$ cat src/rtl/contador_arbiter.sv
// Shared-counter arbiter: grants one requester at a time, counts 0..term, pulses done.
// Define CONTADOR_ARB_RR_EN for round-robin selection; fixed lowest-index priority otherwise.
//
// state | meaning
// IDLE  | no grant; pick a winner when any req is high
// LOAD  | grant held, counter cleared
// COUNT | counter runs up to the latched terminal count
// DONE  | one-cycle completion pulse, grant released on exit
module contador_arbiter #(
    parameter int NREQ = 4,
    parameter int CW   = 2
) (
    input  logic                 clk,
    input  logic                 reset,
    input  logic [NREQ-1:0]      req,
    input  logic [NREQ*CW-1:0]   len,
    output logic [NREQ-1:0]      gnt,
    output logic [NREQ-1:0]      done,
    output logic                 busy,
    output logic [CW-1:0]        cnt,
    output logic                 rco
);

    localparam int IW = (NREQ > 1) ? $clog2(NREQ) : 1;

    typedef enum logic [1:0] {IDLE, LOAD, COUNT, DONE} state_t;

    state_t          r_state;
    logic [NREQ-1:0] r_gnt;
    logic [NREQ-1:0] r_done;
    logic            r_busy;
    logic            r_rco;
    logic [CW-1:0]   r_cnt;
    logic [CW-1:0]   r_term;

    logic [IW-1:0]   w_base;
    logic [IW-1:0]   w_hi_idx;
    logic [IW-1:0]   w_lo_idx;
    logic [IW-1:0]   w_sel;
    logic            w_hi_found;
    logic            w_any;
    logic [CW-1:0]   w_len;
    logic [NREQ-1:0] w_onehot;
    logic            w_abort;

`ifdef CONTADOR_ARB_RR_EN
    logic [IW-1:0]   r_last;
    logic [IW-1:0]   r_win;

    assign w_base = r_last;

    // Pointer moves to the finished (or aborted) winner so the next search starts above it.
    always_ff @(posedge clk) begin
        if (!reset) begin
            r_last <= IW'(NREQ-1);
            r_win  <= '0;
        end else begin
            if (r_state == IDLE && w_any)
                r_win <= w_sel;
            if (r_state == DONE || ((r_state == LOAD || r_state == COUNT) && w_abort))
                r_last <= r_win;
        end
    end
`else
    // Searching above the top index finds nothing, so selection falls to the lowest request.
    assign w_base = IW'(NREQ-1);
`endif

    always_comb begin
        w_hi_idx   = '0;
        w_lo_idx   = '0;
        w_hi_found = 1'b0;
        w_any      = 1'b0;
        for (int i = NREQ-1; i >= 0; i--) begin
            if (req[i]) begin
                w_lo_idx = IW'(i);
                w_any    = 1'b1;
                if (IW'(i) > w_base) begin
                    w_hi_idx   = IW'(i);
                    w_hi_found = 1'b1;
                end
            end
        end
    end

    assign w_sel    = w_hi_found ? w_hi_idx : w_lo_idx;
    assign w_onehot = {{(NREQ-1){1'b0}}, 1'b1} << w_sel;

    always_comb begin
        w_len = '0;
        for (int i = 0; i < NREQ; i++) begin
            if (IW'(i) == w_sel)
                w_len = len[i*CW +: CW];
        end
    end

    assign w_abort = (req & r_gnt) == '0;

    always_ff @(posedge clk) begin
        if (!reset) begin
            r_state <= IDLE;
            r_gnt   <= '0;
            r_done  <= '0;
            r_busy  <= 1'b0;
            r_rco   <= 1'b0;
            r_cnt   <= '0;
            r_term  <= '0;
        end else begin
            case (r_state)
                IDLE: begin
                    r_done <= '0;
                    r_rco  <= 1'b0;
                    if (w_any) begin
                        r_gnt   <= w_onehot;
                        r_term  <= w_len;
                        r_busy  <= 1'b1;
                        r_state <= LOAD;
                    end
                end
                LOAD: begin
                    if (w_abort) begin
                        r_gnt   <= '0;
                        r_busy  <= 1'b0;
                        r_state <= IDLE;
                    end else begin
                        r_cnt   <= '0;
                        r_rco   <= (r_term == '0);
                        r_state <= COUNT;
                    end
                end
                COUNT: begin
                    if (w_abort) begin
                        r_gnt   <= '0;
                        r_rco   <= 1'b0;
                        r_busy  <= 1'b0;
                        r_state <= IDLE;
                    end else if (r_cnt == r_term) begin
                        r_rco   <= 1'b0;
                        r_done  <= r_gnt;
                        r_state <= DONE;
                    end else begin
                        r_cnt <= r_cnt + CW'(1);
                        r_rco <= ((r_cnt + CW'(1)) == r_term);
                    end
                end
                DONE: begin
                    r_done  <= '0;
                    r_gnt   <= '0;
                    r_busy  <= 1'b0;
                    r_state <= IDLE;
                end
                default: r_state <= IDLE;
            endcase
        end
    end

    assign gnt  = r_gnt;
    assign done = r_done;
    assign busy = r_busy;
    assign cnt  = r_cnt;
    assign rco  = r_rco;

endmodule

$ cat config.mk
export PLATFORM = sky130hd
export DESIGN_NAME = contador_arbiter
export DESIGN_NICKNAME = d
export VERILOG_FILES = /design/src/rtl/contador_arbiter.sv
export SDC_FILE = /design/constraint.sdc
export NUM_CORES = 1
export LEC_CHECK = 0
export BUFFER_PORTS_ARGS = -buffer_cell sky130_fd_sc_hd__buf_2
export CAP_MARGIN = 20
export CELL_PAD_IN_SITES_DETAIL_PLACEMENT = 1
export CELL_PAD_IN_SITES_GLOBAL_PLACEMENT = 2
export CORE_MARGIN = 2
export CORE_UTILIZATION = 34
export CTS_BUF_LIST = sky130_fd_sc_hd__clkbuf_2 sky130_fd_sc_hd__clkbuf_4 sky130_fd_sc_hd__clkbuf_8
export DETAILED_ROUTE_END_ITERATION = 10
export PLACE_DENSITY = 0.95
export SYNTH_ARGS = -nofsm -noshare
export SYNTH_HDL_FRONTEND = slang
export SYNTH_SLANG_ARGS = --single-unit
$ cat constraint.sdc
create_clock -name clk -period 2.85 [get_ports clk]
set_input_delay 0.285 -clock clk [delete_from_list [all_inputs] [get_ports clk]]
set_output_delay 0.285 -clock clk [all_outputs]
set_load 0.005 [all_outputs]
# Word-level counts from Yosys, hierarchy flattened
# Cells that the tools add are included.
dict set report op_classes {
  add_sub_neg 1
  eq_ne 15
  n_shift 1
  n_mux 34
  bitwise 1
  n_reduce_logical 15
}
# op count
set op_table {}
lappend op_table {{$mux 2} 15}
lappend op_table {{$mux 4} 4}
lappend op_table {{$pmux 4 s3} 1}
lappend op_table {{$ne 2x2->1 const B} 5}
lappend op_table {{$mux 1} 9}
lappend op_table {{$pmux 2 s4} 1}
lappend op_table {{$pmux 4 s2} 1}
lappend op_table {{$reduce_and 2->1} 4}
lappend op_table {{$logic_not 2->1} 3}
lappend op_table {{$pmux 1 s3} 2}
lappend op_table {{$and 4x4->4} 1}
lappend op_table {{$eq 2x2->1} 2}
lappend op_table {{$eq 2x2->1 const A} 2}
lappend op_table {{$eq 2x2->1 const B} 2}
lappend op_table {{$logic_not 4->1} 1}
lappend op_table {{$pmux 2 s2} 1}
lappend op_table {{$reduce_and 4->1} 1}
lappend op_table {{$reduce_bool 2->1} 2}
lappend op_table {{$reduce_or 2->1} 2}
lappend op_table {{$shl 1x2->4 const A} 1}
lappend op_table {{$ne 3x3->1 const B} 1}
lappend op_table {{$reduce_and 3->1} 1}
lappend op_table {{$reduce_bool 3->1} 1}
lappend op_table {{$add 2x1->2 const B} 1}
lappend op_table {{3 further kinds} 3}
dict set report word_totals {
  regBits 16
  inputBits 14
  out_inout_bits 12
  word_cells 74
}

# Depth between registers and ports, before layout
dict set report logic_depth {
  depth_word 9
  depth_mapped 6
}

# Least setup slack after synthesis
# No wires, ideal clock.
dict set report synth_timing {
  path_kind {register to register}
  start {register r_state[0]}
  end {register r_gnt[1], in the netlist gnt[1]}
  arrival_ps 1378
  t_required_ps 2732
  slack_ps 1353
  stages_incl_launch_ff 7
  n_path_buf 1
  cell_sequence {dfxtp_1 -> inv_1 -> ha_1 -> clkbuf_1 -> a32o_1 -> a22oi_1 -> nor2b_1}
}
dict set report synth_via {
  elab_chain_cells 4
  word_cells_on_any_way 9
}
# item line
set synth_lines {}
lappend synth_lines {{from (decl)} 28} ;# state_t r_state;
lappend synth_lines {{from (signal assigned)} 101} ;# r_state <= IDLE;
lappend synth_lines {{from (signal assigned)} 117} ;# r_state <= LOAD;
lappend synth_lines {{from (signal assigned)} 124} ;# r_state <= IDLE;
lappend synth_lines {{$eq 2x2->1 or $eq 2x1->1 (tied branches)} 109} ;# case (r_state)
lappend synth_lines {{$reduce_or 2->1 (no line)} n/a}
lappend synth_lines {{$ne 2x1->1 (no line)} n/a}
lappend synth_lines {{$reduce_and 2->1 (no line)} n/a}
lappend synth_lines {{to (signal assigned)} 114} ;# r_gnt <= w_onehot;
lappend synth_lines {{to (decl)} 29} ;# logic [NREQ-1:0] r_gnt;
# Parallel ways exist; a longest one is shown, timed or not.
# A chain may end at the register's enable or synchronous reset.

# Worst setup path after layout
# Ends and elaborated chain as after synthesis.

==> run summary <==
status: finished with violations
failing checks: design-rule violations
Switch Pwr: 145.6 µW
initial antenna violation count: 0
router iterations before antenna repair: 7
Post-CTS Resized: 0
vias per cell: 5.439
cell taking the most area after synthesis: dfxtp_1
drt drc: 1
dpl cells: 167
Comb power frac: 20.8%
maximum vdd drop: 0.1868 mV
FMAX: 0.6060 GHz
num rows: 19
Synth cell types: 38
cell-internal power: 352.5 µW
ys flop type: dfxtp_1
via count: 930
worst slack at placement: 1.206 ns
GRT Total Usage: 16.23%
RSZ-0062 raised after global routing: false
number of max-cap violations: 0
full die area: 3473 µm²
max-slew violation count: 0
Synth top area share: 31.22%
port buffer count: 25
Rel. slew slack: 73.20%
final hold vios: 0
CTS Root Cell: clkbuf_4
PwrDens: 421.3 nW/µm²
Period minus WS final: 1.650 ns
Setup violations, final: 0
H-tree depth: 1
P&R area growth vs syn: 15.24%
Worst setup SP type: flop
pin count of the biggest net entering global routing: 24
synth cell count leaders: 16 x dfxtp_1, 14 x nand2_1, 9 x nor2_1, 9 x nor2b_1, 7 x nand3_1
Post-synth EDFFs: 0
io pins: 26
syn_nets: 137
number of global-route vias before repair: 970
synthesized area per cell: 8.695 µm²
Tcrit/Tclk final: 57.90%
mapped cell area: 1026 µm²
final cell count without fillers: 171
Synth Instances: 118
switching share of power: 29.23%
Clock Tree Buf Depth: 2
Worst Path Arrival: 1.84 ns
Req. time, crit path: 3.04 ns
sequential share of the synthesized area: 31.22%
Seq pwr share: 48.6%
DIE HEIGHT: 58.93 µm
synth warn: 0
worst clock skew: 0.0009620 ns
ANT cells: 0
Leakage: 0.0005390 µW
setup_tns: 0 ns
post-DP HPWL: 1952 µm
DR iter-0 viols: 26
worst skew pair latency: 0.29 ns
Worst Setup Path Type: reg2reg
Synth Register Bits: 16
Crit. End Element: flop
first-pass GRT wire length: 4347 µm
worst hold-check path type: in2reg
antenna-violating nets left: 0
top cells by area, synth: dfxtp_1 31%, ha_1 6.1%, nor2b_1 5.5%
core area: 2805 µm²
Total Nets Final: 160
Num CTS Buffers: 3
PnR worst setup slack: 1.200 ns
Async SR Flop Fraction: 0%
Clk pwr share: 30.7%
Die W: 58.93 µm
gp weighted congestion: 0.7509
most common cell in the netlist: dfxtp_1
total wire length: 2531 µm
CTS tree: built
share of layout cells above drive strength 1: 25.71%
cts hold-fix bufs: 0
Wirelength per Cell: 14.80 µm
Worst-path clk slew: 0.10 ns
clock sink count: 16
Tightest Pin Transition: 0.4007 ns
postcts setup bufs: 0
GRT Residual Overflow: 0
initial core utilization: 36.57%
hold slack: 0.3722 ns
Crit Path Max Fanout: 8
-- metrics by stage --
step                      cell area, µm²  power (µW)  utilization [%]
final                               1182       498.1            42.15
after global routing                1182       529.2            42.15
after CTS                           1182       505.6            42.15
after detailed placement            1146       350.9            40.86
after global placement              1146       347.3            40.86
after floorplan                     1026       320.5                -
-- power groups by stage --
stage | combinational [µW] | clock (µW) | sequential (µW)
after global routing | 115 | 171 | 243
after CTS | 104 | 159 | 242
final | 103 | 153 | 242
after detailed placement | 104 | 0 | 247
after global placement | 101 | 0 | 247
after floorplan | 75.1 | 0 | 245
-- placed cells by master, fill, tap and decap left out, types with 5 or more instances in the layout --
master and count:
nor2_1 9, ha_1 5, dfxtp_1 16, buf_2 25
nand3_1 7, nand2_1 14, nor2b_1 9, a21oi_1 5
-- kinds of logic after synthesis --
family / after synthesis / synth area share [%]
AO/OA/AOI/OAI: 32 / 26.59
flip-flops: 16 / 31.22
adder cells (fa/ha/maj): 5 / 6.098
AND/OR/NAND/NOR: 48 / 24.75
buffers and inverters: 11 / 5.730
multiplexers: 4 / 3.903
XOR/XNOR: 2 / 1.708
-- final timing paths --
path,slack (ns),startpoint,cells past startpoint,end
worst min register to register,0.47,done[1]$_SDFFE_PN0P_,2,done[1]$_SDFFE_PN0P_
worst min-delay path,0.37,len[2],4,r_term[0]$_SDFFE_PN0P_
worst max register to register,1.20,r_state[0]$_SDFFE_PN0P_,5,gnt[1]$_SDFFE_PN0P_
worst max-delay path,1.20,r_state[0]$_SDFFE_PN0P_,5,gnt[1]$_SDFFE_PN0P_
-- final cells by class --
class                      count  area, µm²
fill                         357       1623
multi-input combinational     91      646.9
sequential                    16      320.3
timing repair buffer          25      125.1
tap                           31      38.79
clock buffer                   4      36.28
inverter                       4      15.01
-- routing by layer --
layer  up-vias  part of all wire (%)  global-route usage, %  routed length, µm
met5         -                     0                      0                  0
met4         0                   1.6                  3.247                 40
met3         4                   3.5                  4.176                 88
met2        16                    46                  27.94               1175
met1       440                    48                  20.46               1226
li1        470                     -                      -                  -
-- registers in the layout (all words and copies together) (netlist names) --
register and cells:
gnt 4, r_term 2, r_state 2, busy 1
rco 1, done 4, cnt 2
-- worst max-delay path: stages (launching register included) --
cell and delay (ns):
dfxtp_1 0.42, inv_1 0.09, ha_1 0.43, a32o_1 0.32, a22oi_1 0.22, nor2b_1 0.06
Note: power is estimated with default switching activity, not from simulation.
